**src/rtl/wave_buf_reader_if.sv**
```systemverilog
// Video in/out and waveform-buffer read port bundle for wave_buf_reader.
// The slave modport is the reader's view; master is the view of the surrounding video/buffer logic.
interface wave_buf_reader_if;
  logic        i_hs;
  logic        i_vs;
  logic        i_de;
  logic [23:0] i_data;
  logic [11:0] buf_rd_addr;
  logic [7:0]  buf_rd_data;
  logic        o_hs;
  logic        o_vs;
  logic        o_de;
  logic [23:0] o_data;
  logic        frame_start;

  modport slave (
    input  i_hs, i_vs, i_de, i_data, buf_rd_data,
    output buf_rd_addr, o_hs, o_vs, o_de, o_data, frame_start
  );

  modport master (
    output i_hs, i_vs, i_de, i_data, buf_rd_data,
    input  buf_rd_addr, o_hs, o_vs, o_de, o_data, frame_start
  );
endinterface

```
**src/rtl/wave_buf_reader.sv**
```systemverilog
// Waveform buffer reader: walks the sample buffer with the video raster and overlays a connected trace.
// Optional macro WAVE_GRID_EN adds a grid drawn under the trace inside the window.
module wave_buf_reader #(
  parameter int unsigned WAVE_X0    = 128,
  parameter int unsigned WAVE_Y0    = 232,
  parameter int unsigned WAVE_W     = 1024,
  parameter int unsigned WAVE_H     = 256,
  parameter logic [23:0] WAVE_COLOR = 24'hFFFF00,
  parameter logic [23:0] GRID_COLOR = 24'h404040
) (
  input  logic             video_clk,
  input  logic             rst_n,
  wave_buf_reader_if.slave bus
);

  localparam int          DATA_W = 24;
  localparam logic [12:0] X_LO   = 13'(WAVE_X0);
  localparam logic [12:0] X_HI   = 13'(WAVE_X0 + WAVE_W);
  localparam logic [12:0] Y_LO   = 13'(WAVE_Y0);
  localparam logic [12:0] Y_HI   = 13'(WAVE_Y0 + WAVE_H);
  localparam logic [11:0] X0_12  = 12'(WAVE_X0);
  localparam logic [11:0] Y0_12  = 12'(WAVE_Y0);

  typedef enum logic [1:0] {
    S_WAIT_VS = 2'd0,
    S_RUN     = 2'd1
  } state_t;

  function automatic logic [11:0] sat_inc12(input logic [11:0] v);
    return (v == 12'hFFF) ? v : v + 12'd1;
  endfunction

  function automatic logic in_span(input logic [7:0] r, input logic [7:0] a, input logic [7:0] b);
    logic [7:0] lo;
    logic [7:0] hi;
    lo = (a < b) ? a : b;
    hi = (a < b) ? b : a;
    return (r >= lo) && (r <= hi);
  endfunction

  state_t              r_state;
  logic                r_frame_start;
  logic                r_vs_d;
  logic                r_de_d;
  logic [11:0]         r_x;
  logic [11:0]         r_y;
  logic [11:0]         r_addr;

  logic                r_vld_p1;
  logic                r_first_p1;
  logic                r_hs_p1;
  logic                r_vs_p1;
  logic                r_de_p1;
  logic [7:0]          r_row_p1;
  logic [DATA_W-1:0]   r_data_p1;
  logic [7:0]          r_prev;

  logic                r_hs_p2;
  logic                r_vs_p2;
  logic                r_de_p2;
  logic [DATA_W-1:0]   r_data_p2;

  logic                w_vs_rise;
  logic                w_de_fall;
  logic                w_in_win;
  logic [11:0]         w_col;
  logic [7:0]          w_row;
  logic [7:0]          w_level;
  logic [7:0]          w_prev;
  logic                w_lit;
  logic                w_grid;

  assign w_vs_rise = bus.i_vs & ~r_vs_d;
  assign w_de_fall = ~bus.i_de & r_de_d;
  assign w_col     = r_x - X0_12;
  assign w_row     = 8'(r_y - Y0_12);
  assign w_in_win  = (r_state == S_RUN) && bus.i_de
                     && ({1'b0, r_x} >= X_LO) && ({1'b0, r_x} < X_HI)
                     && ({1'b0, r_y} >= Y_LO) && ({1'b0, r_y} < Y_HI);

  always_ff @(posedge video_clk) begin
    if (!rst_n) begin
      r_state       <= S_WAIT_VS;
      r_frame_start <= 1'b0;
    end else begin
      r_frame_start <= 1'b0;
      case (r_state)
        S_WAIT_VS: if (w_vs_rise) r_state <= S_RUN;
        S_RUN:     r_frame_start <= w_vs_rise;
        default:   r_state <= S_WAIT_VS;
      endcase
    end
  end

  // Raster counters: x is the column within the DE run, y the DE line since the last VS rise.
  always_ff @(posedge video_clk) begin
    if (!rst_n) begin
      r_vs_d <= 1'b0;
      r_de_d <= 1'b0;
      r_x    <= 12'd0;
      r_y    <= 12'd0;
    end else begin
      r_vs_d <= bus.i_vs;
      r_de_d <= bus.i_de;
      if ((r_state == S_WAIT_VS) && w_vs_rise) r_x <= 12'd0;
      else if (bus.i_de)                       r_x <= sat_inc12(r_x);
      else if (w_de_fall)                      r_x <= 12'd0;
      if (w_vs_rise)      r_y <= 12'd0;
      else if (w_de_fall) r_y <= sat_inc12(r_y);
    end
  end

  // Stage 0: address issue; outside the window the last in-window address is held.
  always_ff @(posedge video_clk) begin
    if (!rst_n)        r_addr <= 12'd0;
    else if (w_in_win) r_addr <= w_col;
  end

  assign bus.buf_rd_addr = w_in_win ? w_col : r_addr;

  // Stage 1: sideband travels with the read; buf_rd_data arrives during this stage.
  always_ff @(posedge video_clk) begin
    if (!rst_n) begin
      r_vld_p1   <= 1'b0;
      r_first_p1 <= 1'b0;
      r_hs_p1    <= 1'b0;
      r_vs_p1    <= 1'b0;
      r_de_p1    <= 1'b0;
    end else begin
      r_vld_p1   <= w_in_win;
      r_first_p1 <= (r_x == X0_12);
      r_hs_p1    <= bus.i_hs;
      r_vs_p1    <= bus.i_vs;
      r_de_p1    <= bus.i_de;
    end
  end

  always_ff @(posedge video_clk) begin
    r_row_p1  <= w_row;
    r_data_p1 <= bus.i_data;
  end

  assign w_level = 8'd255 - bus.buf_rd_data;
  assign w_prev  = r_first_p1 ? w_level : r_prev;
  assign w_lit   = r_vld_p1 && in_span(r_row_p1, w_prev, w_level);

  always_ff @(posedge video_clk) begin
    if (!rst_n)        r_prev <= 8'd0;
    else if (r_vld_p1) r_prev <= w_level;
  end

`ifdef WAVE_GRID_EN
  logic r_gcol_p1;

  always_ff @(posedge video_clk) begin
    r_gcol_p1 <= (w_col[6:0] == 7'd0);
  end

  assign w_grid = r_vld_p1 && !w_lit
                  && (r_gcol_p1 || (r_row_p1[5:0] == 6'd0) || (r_row_p1 == 8'hFF));
`else
  assign w_grid = 1'b0;
`endif

  // Stage 2: registered outputs, trace over grid over pass-through video.
  always_ff @(posedge video_clk) begin
    if (!rst_n) begin
      r_hs_p2   <= 1'b0;
      r_vs_p2   <= 1'b0;
      r_de_p2   <= 1'b0;
      r_data_p2 <= '0;
    end else begin
      r_hs_p2   <= r_hs_p1;
      r_vs_p2   <= r_vs_p1;
      r_de_p2   <= r_de_p1;
      r_data_p2 <= w_lit ? WAVE_COLOR : (w_grid ? GRID_COLOR : r_data_p1);
    end
  end

  assign bus.o_hs        = r_hs_p2;
  assign bus.o_vs        = r_vs_p2;
  assign bus.o_de        = r_de_p2;
  assign bus.o_data      = r_data_p2;
  assign bus.frame_start = r_frame_start;

endmodule

```
**src/flat_wrapper.sv**
```systemverilog
// flat-port wrapper written by rule: the top's interface ports become plain ports
module wave_buf_reader_flat 
#(
  parameter int unsigned WAVE_X0    = 128,
  parameter int unsigned WAVE_Y0    = 232,
  parameter int unsigned WAVE_W     = 1024,
  parameter int unsigned WAVE_H     = 256,
  parameter logic [23:0] WAVE_COLOR = 24'hFFFF00,
  parameter logic [23:0] GRID_COLOR = 24'h404040
)
  (video_clk, rst_n, bus_i_hs, bus_i_vs, bus_i_de, bus_i_data, bus_buf_rd_data, bus_buf_rd_addr, bus_o_hs, bus_o_vs, bus_o_de, bus_o_data, bus_frame_start);
  wave_buf_reader_if bus_i ();
  input  logic video_clk;
  input  logic rst_n;
  input wire logic [$bits(bus_i.i_hs)-1:0] bus_i_hs;
  input wire logic [$bits(bus_i.i_vs)-1:0] bus_i_vs;
  input wire logic [$bits(bus_i.i_de)-1:0] bus_i_de;
  input wire logic [$bits(bus_i.i_data)-1:0] bus_i_data;
  input wire logic [$bits(bus_i.buf_rd_data)-1:0] bus_buf_rd_data;
  output wire logic [$bits(bus_i.buf_rd_addr)-1:0] bus_buf_rd_addr;
  output wire logic [$bits(bus_i.o_hs)-1:0] bus_o_hs;
  output wire logic [$bits(bus_i.o_vs)-1:0] bus_o_vs;
  output wire logic [$bits(bus_i.o_de)-1:0] bus_o_de;
  output wire logic [$bits(bus_i.o_data)-1:0] bus_o_data;
  output wire logic [$bits(bus_i.frame_start)-1:0] bus_frame_start;
  assign bus_i.i_hs = bus_i_hs;
  assign bus_i.i_vs = bus_i_vs;
  assign bus_i.i_de = bus_i_de;
  assign bus_i.i_data = bus_i_data;
  assign bus_i.buf_rd_data = bus_buf_rd_data;
  assign bus_buf_rd_addr = bus_i.buf_rd_addr;
  assign bus_o_hs = bus_i.o_hs;
  assign bus_o_vs = bus_i.o_vs;
  assign bus_o_de = bus_i.o_de;
  assign bus_o_data = bus_i.o_data;
  assign bus_frame_start = bus_i.frame_start;
  wave_buf_reader #(.WAVE_X0(WAVE_X0), .WAVE_Y0(WAVE_Y0), .WAVE_W(WAVE_W), .WAVE_H(WAVE_H), .WAVE_COLOR(WAVE_COLOR), .GRID_COLOR(GRID_COLOR)) u_core (.video_clk(video_clk), .rst_n(rst_n), .bus(bus_i));
endmodule
```
**config.mk**
```make
export PLATFORM = sky130hd
export DESIGN_NAME = wave_buf_reader_flat
export DESIGN_NICKNAME = d
export VERILOG_FILES = /design/src/rtl/wave_buf_reader_if.sv /design/src/rtl/wave_buf_reader.sv /design/src/flat_wrapper.sv
export SDC_FILE = /design/constraint.sdc
export NUM_CORES = 1
export LEC_CHECK = 0
export CORE_MARGIN = 10
export CORE_UTILIZATION = 40
export CTS_CLUSTER_DIAMETER = 150
export DETAILED_ROUTE_END_ITERATION = 8
export GPL_ROUTABILITY_DRIVEN = 0
export HOLD_SLACK_MARGIN = 0.12
export SYNTH_ARGS = -nofsm -noshare
export SYNTH_HDL_FRONTEND = slang
export SYNTH_SLANG_ARGS = --single-unit
```
**constraint.sdc**
```tcl
create_clock -name video_clk -period 10.4 [get_ports video_clk]
set_clock_uncertainty 0.2 [all_clocks]
set_input_delay 2.08 -clock video_clk [delete_from_list [all_inputs] [get_ports video_clk]]
set_output_delay 2.08 -clock video_clk [all_outputs]
set_load 0.01 [all_outputs]
```
### After elaboration in Yosys (flattened, before gate mapping)

Index checks and enable logic that the tools add are counted.

* flip-flop bits (word level): 111
* output and inout port bits: 40

* add/subtract/negate cells: 5
* order comparisons: 7
* eq/ne operators: 6
* mux-type cells: 10
* bitwise gates (word level): 7
* reductions and logical operators: 17

Operator list (count)
* 2-to-1 mux 12 bit: 4
* adder 12 x 1 -> 12 bit, second input constant: 2
* equality test 12 bit, second input constant: 2
* >= comparator 12 x 8 -> 1 bit, second input constant: 2
* 2-to-1 mux 24 bit: 1
* 2-to-1 mux 8 bit: 3
* equality test 12 x 8 -> 1 bit, second input constant: 1
* < comparator 12 x 11 -> 1 bit, second input constant: 1
* < comparator 12 x 9 -> 1 bit, second input constant: 1
* subtractor 12 x 8 -> 12 bit, second input constant: 1
* >= comparator 8 bit: 1
* <= comparator 8 bit: 1
* logical AND 1 bit: 8
* < comparator 8 bit: 1
* AND reduction 2 bit: 4
* subtractor 8 bit, first input constant: 1
* subtractor 8 bit, second input constant: 1
* OR reduction 2 bit: 3
* NOT 1 bit: 5
* one-hot mux 2 bit (2 select lines): 1
* bitwise AND 1 bit: 2
* equality test 2 x 1 -> 1 bit, second input constant: 1
* zero test 2 bit: 1
* 2-to-1 mux 2 bit: 1
* other kinds (3): 3

### Longest topological paths before layout

* depth in word-level cells: 8
* mapped depth: 18
* mapped depth without buffers: 14

### Worst setup path before layout

OpenSTA, ideal clock, no wires.

* kind: in2out
* from: input port bus_i_de
* to: output port bus_buf_rd_addr[2]
* data arrival time: 3.187 ns
* data required time: 8.120 ns
* slack: 4.933 ns
* stages on the path: 5
* buffers on the path: 1
* cells stage by stage: and3b_1 > o2111ai_1 > a211oi_2 > buf_6 > mux2_4

* word-level cells in the longest chain between the ends: 6

Ends and longest elaborated chain
* start, declared: line flat_wrapper.sv:17 `input wire logic [$bits(bus_i.i_de)-1:0] bus_i_de;`
* logical AND 1 bit: line wave_buf_reader.sv:77 `assign w_in_win = (r_state == S_RUN) && bus.i_de`
* logical AND 1 bit (2 in series): line wave_buf_reader.sv:78 `&& ({1'b0, r_x} >= X_LO) && ({1'b0, r_x} < X_HI)`
* logical AND 1 bit (2 in series): line wave_buf_reader.sv:79 `&& ({1'b0, r_y} >= Y_LO) && ({1'b0, r_y} < Y_HI);`
* 2-to-1 mux 12 bit: line wave_buf_reader.sv:119 `assign bus.buf_rd_addr = w_in_win ? w_col : r_addr;`
* end, declared: line flat_wrapper.sv:20 `output wire logic [$bits(bus_i.buf_rd_addr)-1:0] bus_buf_rd_addr;`

No other way between the ends.

### Worst setup path in the final report

* from: input port bus_i_de
* to: output port bus_buf_rd_addr[1]

The elaborated chain is that of the path after synthesis.

==> report_table.html <==
<table>
<tr><th>Metric</th><th>Value</th></tr>
<tr><th colspan="2">Outcome</th></tr>
<tr><td>Status</td><td>finished, final reports clean</td></tr>
<tr><th colspan="2">Critical path</th></tr>
<tr><td>Register-to-Register Path Depth</td><td>15</td></tr>
<tr><td>Cell Chain, Critical Path</td><td>clkdlybuf4s50_1 -&gt; and3b_1 -&gt; o2111ai_1 -&gt; a211oi_2 -&gt; buf_4 -&gt; mux2_2 -&gt; clkdlybuf4s50_1</td></tr>
<tr><td>Startpoint type of the worst setup path</td><td>input pin</td></tr>
<tr><td>Crit path capture type</td><td>output port</td></tr>
<tr><td>Crit path kind</td><td>in2out</td></tr>
<tr><td>Most used cell along the critical path</td><td>sky130_fd_sc_hd__clkdlybuf4s50_1</td></tr>
<tr><td>Max FO, Critical Path</td><td>13</td></tr>
<tr><td>Worst-path cell with the longest stage delay</td><td>sky130_fd_sc_hd__clkdlybuf4s50_1</td></tr>
<tr><td>WP data arrival</td><td>4360 ps</td></tr>
<tr><td>Highest cell delay on the worst timing path</td><td>620 ps</td></tr>
<tr><td>Data required time of the critical path</td><td>8120 ps</td></tr>
<tr><th colspan="2">Clocking</th></tr>
<tr><td>Clock slew at the register clock pins of the worst setup and hold paths</td><td>70 ps</td></tr>
<tr><td>Clock buffer count from CTS</td><td>9</td></tr>
<tr><td>CTS Hold Buffers Added</td><td>0</td></tr>
<tr><td>Maximum count of clock buffers along a single path</td><td>2</td></tr>
<tr><td>Total number of H-tree levels</td><td>3</td></tr>
<tr><td>Clock latency on the worst-skew pair</td><td>350 ps</td></tr>
<tr><td>Clock tree from TritonCTS</td><td>done</td></tr>
<tr><td>Cell at the root of the clock tree</td><td>sky130_fd_sc_hd__clkbuf_16</td></tr>
<tr><td>Clock Sink Count</td><td>110</td></tr>
<tr><td>Post-cts resize count</td><td>0</td></tr>
<tr><td>Buffers inserted during post-CTS setup optimization</td><td>0</td></tr>
<tr><th colspan="2">Yosys</th></tr>
<tr><td>Post-synth top area cell</td><td>sky130_fd_sc_hd__dfxtp_1</td></tr>
<tr><td>Number of synthesized flops with an enable pin</td><td>0</td></tr>
<tr><td>Count of warnings emitted by yosys</td><td>0</td></tr>
<tr><td>Share of the synthesized area in the top cell type</td><td>48.2%</td></tr>
<tr><td>Portion of the post-synthesis area used by sequential elements</td><td>48.2%</td></tr>
<tr><td>Syn_nets</td><td>532</td></tr>
<tr><td>Ys async rst share</td><td>0%</td></tr>
<tr><td>Average size of a mapped cell</td><td>9.85 sq um</td></tr>
<tr><td>Synthesized instance count</td><td>464</td></tr>
<tr><td>Dominant register cell in the synthesized netlist</td><td>sky130_fd_sc_hd__dfxtp_1</td></tr>
<tr><td>Flops &amp; latches, synth</td><td>110</td></tr>
<tr><td>Post-synthesis cell type count</td><td>49</td></tr>
<tr><td>Cell area after synthesis</td><td>0.00457 sq mm</td></tr>
<tr><td>Most area-consuming cells after synthesis</td><td>sky130_fd_sc_hd__dfxtp_1 (48%), sky130_fd_sc_hd__ha_1 (8.5%), sky130_fd_sc_hd__nor2_1 (3.9%), sky130_fd_sc_hd__a21oi_1 (3.3%), sky130_fd_sc_hd__mux2i_1 (2.8%)</td></tr>
<tr><th colspan="2">Floorplanning</th></tr>
<tr><td>Std-Cell Core Area</td><td>0.0110 sq mm</td></tr>
<tr><td># rows</td><td>38</td></tr>
<tr><td>Die area</td><td>0.0161 sq mm</td></tr>
<tr><td>Starting density of the core</td><td>41.4%</td></tr>
<tr><td>Boundary pin count</td><td>77</td></tr>
<tr><td>Die width</td><td>127 microns</td></tr>
<tr><td>Die Span Y</td><td>127 microns</td></tr>
<tr><th colspan="2">STA</th></tr>
<tr><td>Transition at the pin with the smallest max-transition slack</td><td>936 ps</td></tr>
<tr><td>Tcrit/Tclk final</td><td>63.8%</td></tr>
<tr><td>Final Max Slew Viols</td><td>0</td></tr>
<tr><td>FMAX</td><td>151 MHz</td></tr>
<tr><td>Final-report hold violation count</td><td>0</td></tr>
<tr><td>Worst slew margin relative to its limit</td><td>37.6%</td></tr>
<tr><td>Aggregate negative setup slack</td><td>0 ps</td></tr>
<tr><td>Crit path time final</td><td>6640 ps</td></tr>
<tr><td>Endpoints failing setup</td><td>0</td></tr>
<tr><td>Setup repair after global routing missed its margin</td><td>false</td></tr>
<tr><th colspan="2">Layout</th></tr>
<tr><td>Final design area excluding fillers</td><td>0.00574 sq mm</td></tr>
<tr><td>Count of inserted antenna diode cells</td><td>0</td></tr>
<tr><td>Layout net count</td><td>601</td></tr>
<tr><td>Filler Cell Count</td><td>1,033</td></tr>
<tr><td>Multi-input gate area</td><td>0.00219 sq mm</td></tr>
<tr><td>Layout overhead on the synthesized area</td><td>25.7%</td></tr>
<tr><td>Commonest cells after routing, fill and taps aside</td><td>sky130_fd_sc_hd__dfxtp_1 (110), sky130_fd_sc_hd__clkdlybuf4s50_1 (75), sky130_fd_sc_hd__nor2_1 (47), sky130_fd_sc_hd__ha_1 (31), sky130_fd_sc_hd__a21oi_1 (30)</td></tr>
<tr><td>Leading cell type in the layout, fill and taps excluded</td><td>sky130_fd_sc_hd__dfxtp_1</td></tr>
<tr><td>Layout cells sized above 1</td><td>7.06%</td></tr>
<tr><td>FF/Latch Area</td><td>0.00220 sq mm</td></tr>
<tr><th colspan="2">Detailed routing</th></tr>
<tr><td>Number of vias per cell</td><td>4.94</td></tr>
<tr><td>DRC viols</td><td>0</td></tr>
<tr><td>Detailed-route via count</td><td>3,351</td></tr>
<tr><td>Number of search-and-repair iterations in the first detailed-routing pass</td><td>4</td></tr>
<tr><td>Total Wirelength</td><td>9.98 mm</td></tr>
<tr><td>ANT nets after route</td><td>0</td></tr>
<tr><td>Average wire length per cell after detail routing</td><td>14.7 microns</td></tr>
<tr><td>Initial DRC count</td><td>218</td></tr>
<tr><th colspan="2">Worst hold path</th></tr>
<tr><td>Cell depth of the worst hold path</td><td>0</td></tr>
<tr><td>Worst min-delay path class</td><td>reg2reg</td></tr>
<tr><th colspan="2">GRT</th></tr>
<tr><td>Overall routing resource usage</td><td>12.8%</td></tr>
<tr><td>Remaining global-route overflow</td><td>0</td></tr>
<tr><td>Maximum number of pins on one net before global-route repair</td><td>57</td></tr>
<tr><td>Number of antenna violations at the first check in global routing</td><td>0</td></tr>
<tr><td>First-pass GRT wire length</td><td>16.8 mm</td></tr>
<tr><td>Via count of the first global-routing pass</td><td>3,323</td></tr>
<tr><th colspan="2">Pwr</th></tr>
<tr><td>Leakage component of the power</td><td>2.37 nW</td></tr>
<tr><td>Power per unit of standard cell area</td><td>146 mW/mm^2</td></tr>
<tr><td>Worst-case vdd ir drop</td><td>0.119 mV</td></tr>
<tr><th colspan="2">Place</th></tr>
<tr><td>Placed Instance Area</td><td>0.00543 sq mm</td></tr>
<tr><td>Total of buffers placed on input and output ports</td><td>76</td></tr>
<tr><td>Detail Placement HPWL</td><td>7.43 mm</td></tr>
<tr><th colspan="2">Run</th></tr>
<tr><td>Max-capacitance violation count</td><td>0</td></tr>
</table>
## cell type report
type / instances / area share [%]
clock buffer: 12 / 4.47
clock inverter: 4 / 0.937
inverter: 21 / 1.37
multi-input combinational: 311 / 38.1
sequential: 110 / 38.4
tap: 140 / 3.05
timing repair buffer: 80 / 13.7
## state kept, by name, indices dropped and copies added, names as in the netlist, 8 cells and up
name	count
u_core.r_addr	12
u_core.r_data_p1	24
u_core.r_x	12
u_core.r_row_p1	8
u_core.r_prev	8
u_core.bus.o_data	24
u_core.r_y	12
## worst paths after layout
| path | end | startpoint | slack [ps] |
|---|---|---|---|
| max | bus_buf_rd_addr[1] | bus_i_de | 3760 |
| max reg2reg | u_core.bus.o_data[7] | u_core.r_first_p1 | 6370 |
| min | u_core.r_row_p1[1] | u_core.r_y[1] | 210 |
| min reg2reg | u_core.r_row_p1[1] | u_core.r_y[1] | 210 |
## logic make-up (layout without fill, tap and decap cells)
logic type                 after synthesis  count (layout)  share of synthesized area, %
muxes                                   23              23                          5.89
xor gates and xnor gates                21              21                          4.03
and+or+nand+nor                        158             158                          18.2
AOI/OAI and AO/OA                       78              78                          11.2
adders and majority gates               31              31                          8.49
buffers and inverters                   43             117                          4.00
DFF                                    110             110                          48.2
## report_power, final
part | leakage (nW) | total [W] | switching, W | internal, W
Clock | 0.151 | 0.000350 | 0.000149 | 0.000201
Combinational | 1.31 | 0.0000522 | 0.0000222 | 0.0000299
Sequential | 0.904 | 0.000437 | 0.00000417 | 0.000433
## metrics by stage
stage	hold WS, ps	setup slack [ps]	total power (W)	util, %	instances
2_1_floorplan	172	4930	0.000468	-	464
3_3_place_gp	196	3820	0.000499	49.2	662
3_5_place_dp	198	3750	0.000500	49.2	662
4_1_cts	216	3730	0.000855	52.1	678
5_1_grt	225	3570	0.000876	52.1	678
6_report	214	3760	0.000840	52.1	678
## cells in the mapped netlist, types with 2 or more instances
cell type,n
sky130_fd_sc_hd__dfxtp_1,110
sky130_fd_sc_hd__nor2_1,47
sky130_fd_sc_hd__ha_1,31
sky130_fd_sc_hd__a21oi_1,30
sky130_fd_sc_hd__nand2_1,27
sky130_fd_sc_hd__inv_1,21
sky130_fd_sc_hd__and2_1,18
sky130_fd_sc_hd__o21a_1,17
sky130_fd_sc_hd__clkbuf_1,16
sky130_fd_sc_hd__mux2i_1,13
sky130_fd_sc_hd__nand3_1,11
sky130_fd_sc_hd__o21ai_0,11
sky130_fd_sc_hd__xor2_1,11
sky130_fd_sc_hd__xnor2_1,10
sky130_fd_sc_hd__and3b_1,9
sky130_fd_sc_hd__nand4_1,9
sky130_fd_sc_hd__nor3_1,9
sky130_fd_sc_hd__o211a_1,8
sky130_fd_sc_hd__mux2_4,7
sky130_fd_sc_hd__nor4_1,5
sky130_fd_sc_hd__and3_1,3
sky130_fd_sc_hd__buf_2,3
sky130_fd_sc_hd__mux2_2,3
sky130_fd_sc_hd__nor2b_1,3
sky130_fd_sc_hd__o31ai_1,3
sky130_fd_sc_hd__or2_2,3
sky130_fd_sc_hd__and4_1,2
sky130_fd_sc_hd__nand2b_1,2
sky130_fd_sc_hd__nor4bb_1,2
## metal layers
metal / up-vias / share of wire [%] / track usage, % / routed length, microns
met5: - / 0 / 0 / 0
met4: 0 / 1.4 / 4.02 / 138
met3: 11 / 5.1 / 5.08 / 512
met2: 60 / 49 / 21.2 / 4910
met1: 1548 / 44 / 14.7 / 4420
li1: 1732 / - / - / -
## critical path: cells and delay by family
| kind | cells | cell delay, ps |
|---|---|---|
| buf+inv | 3 | 1390 |
| mux | 1 | 370 |
| compound gates | 2 | 320 |
| simple gates | 1 | 200 |
(Power assumes the default switching activity.)
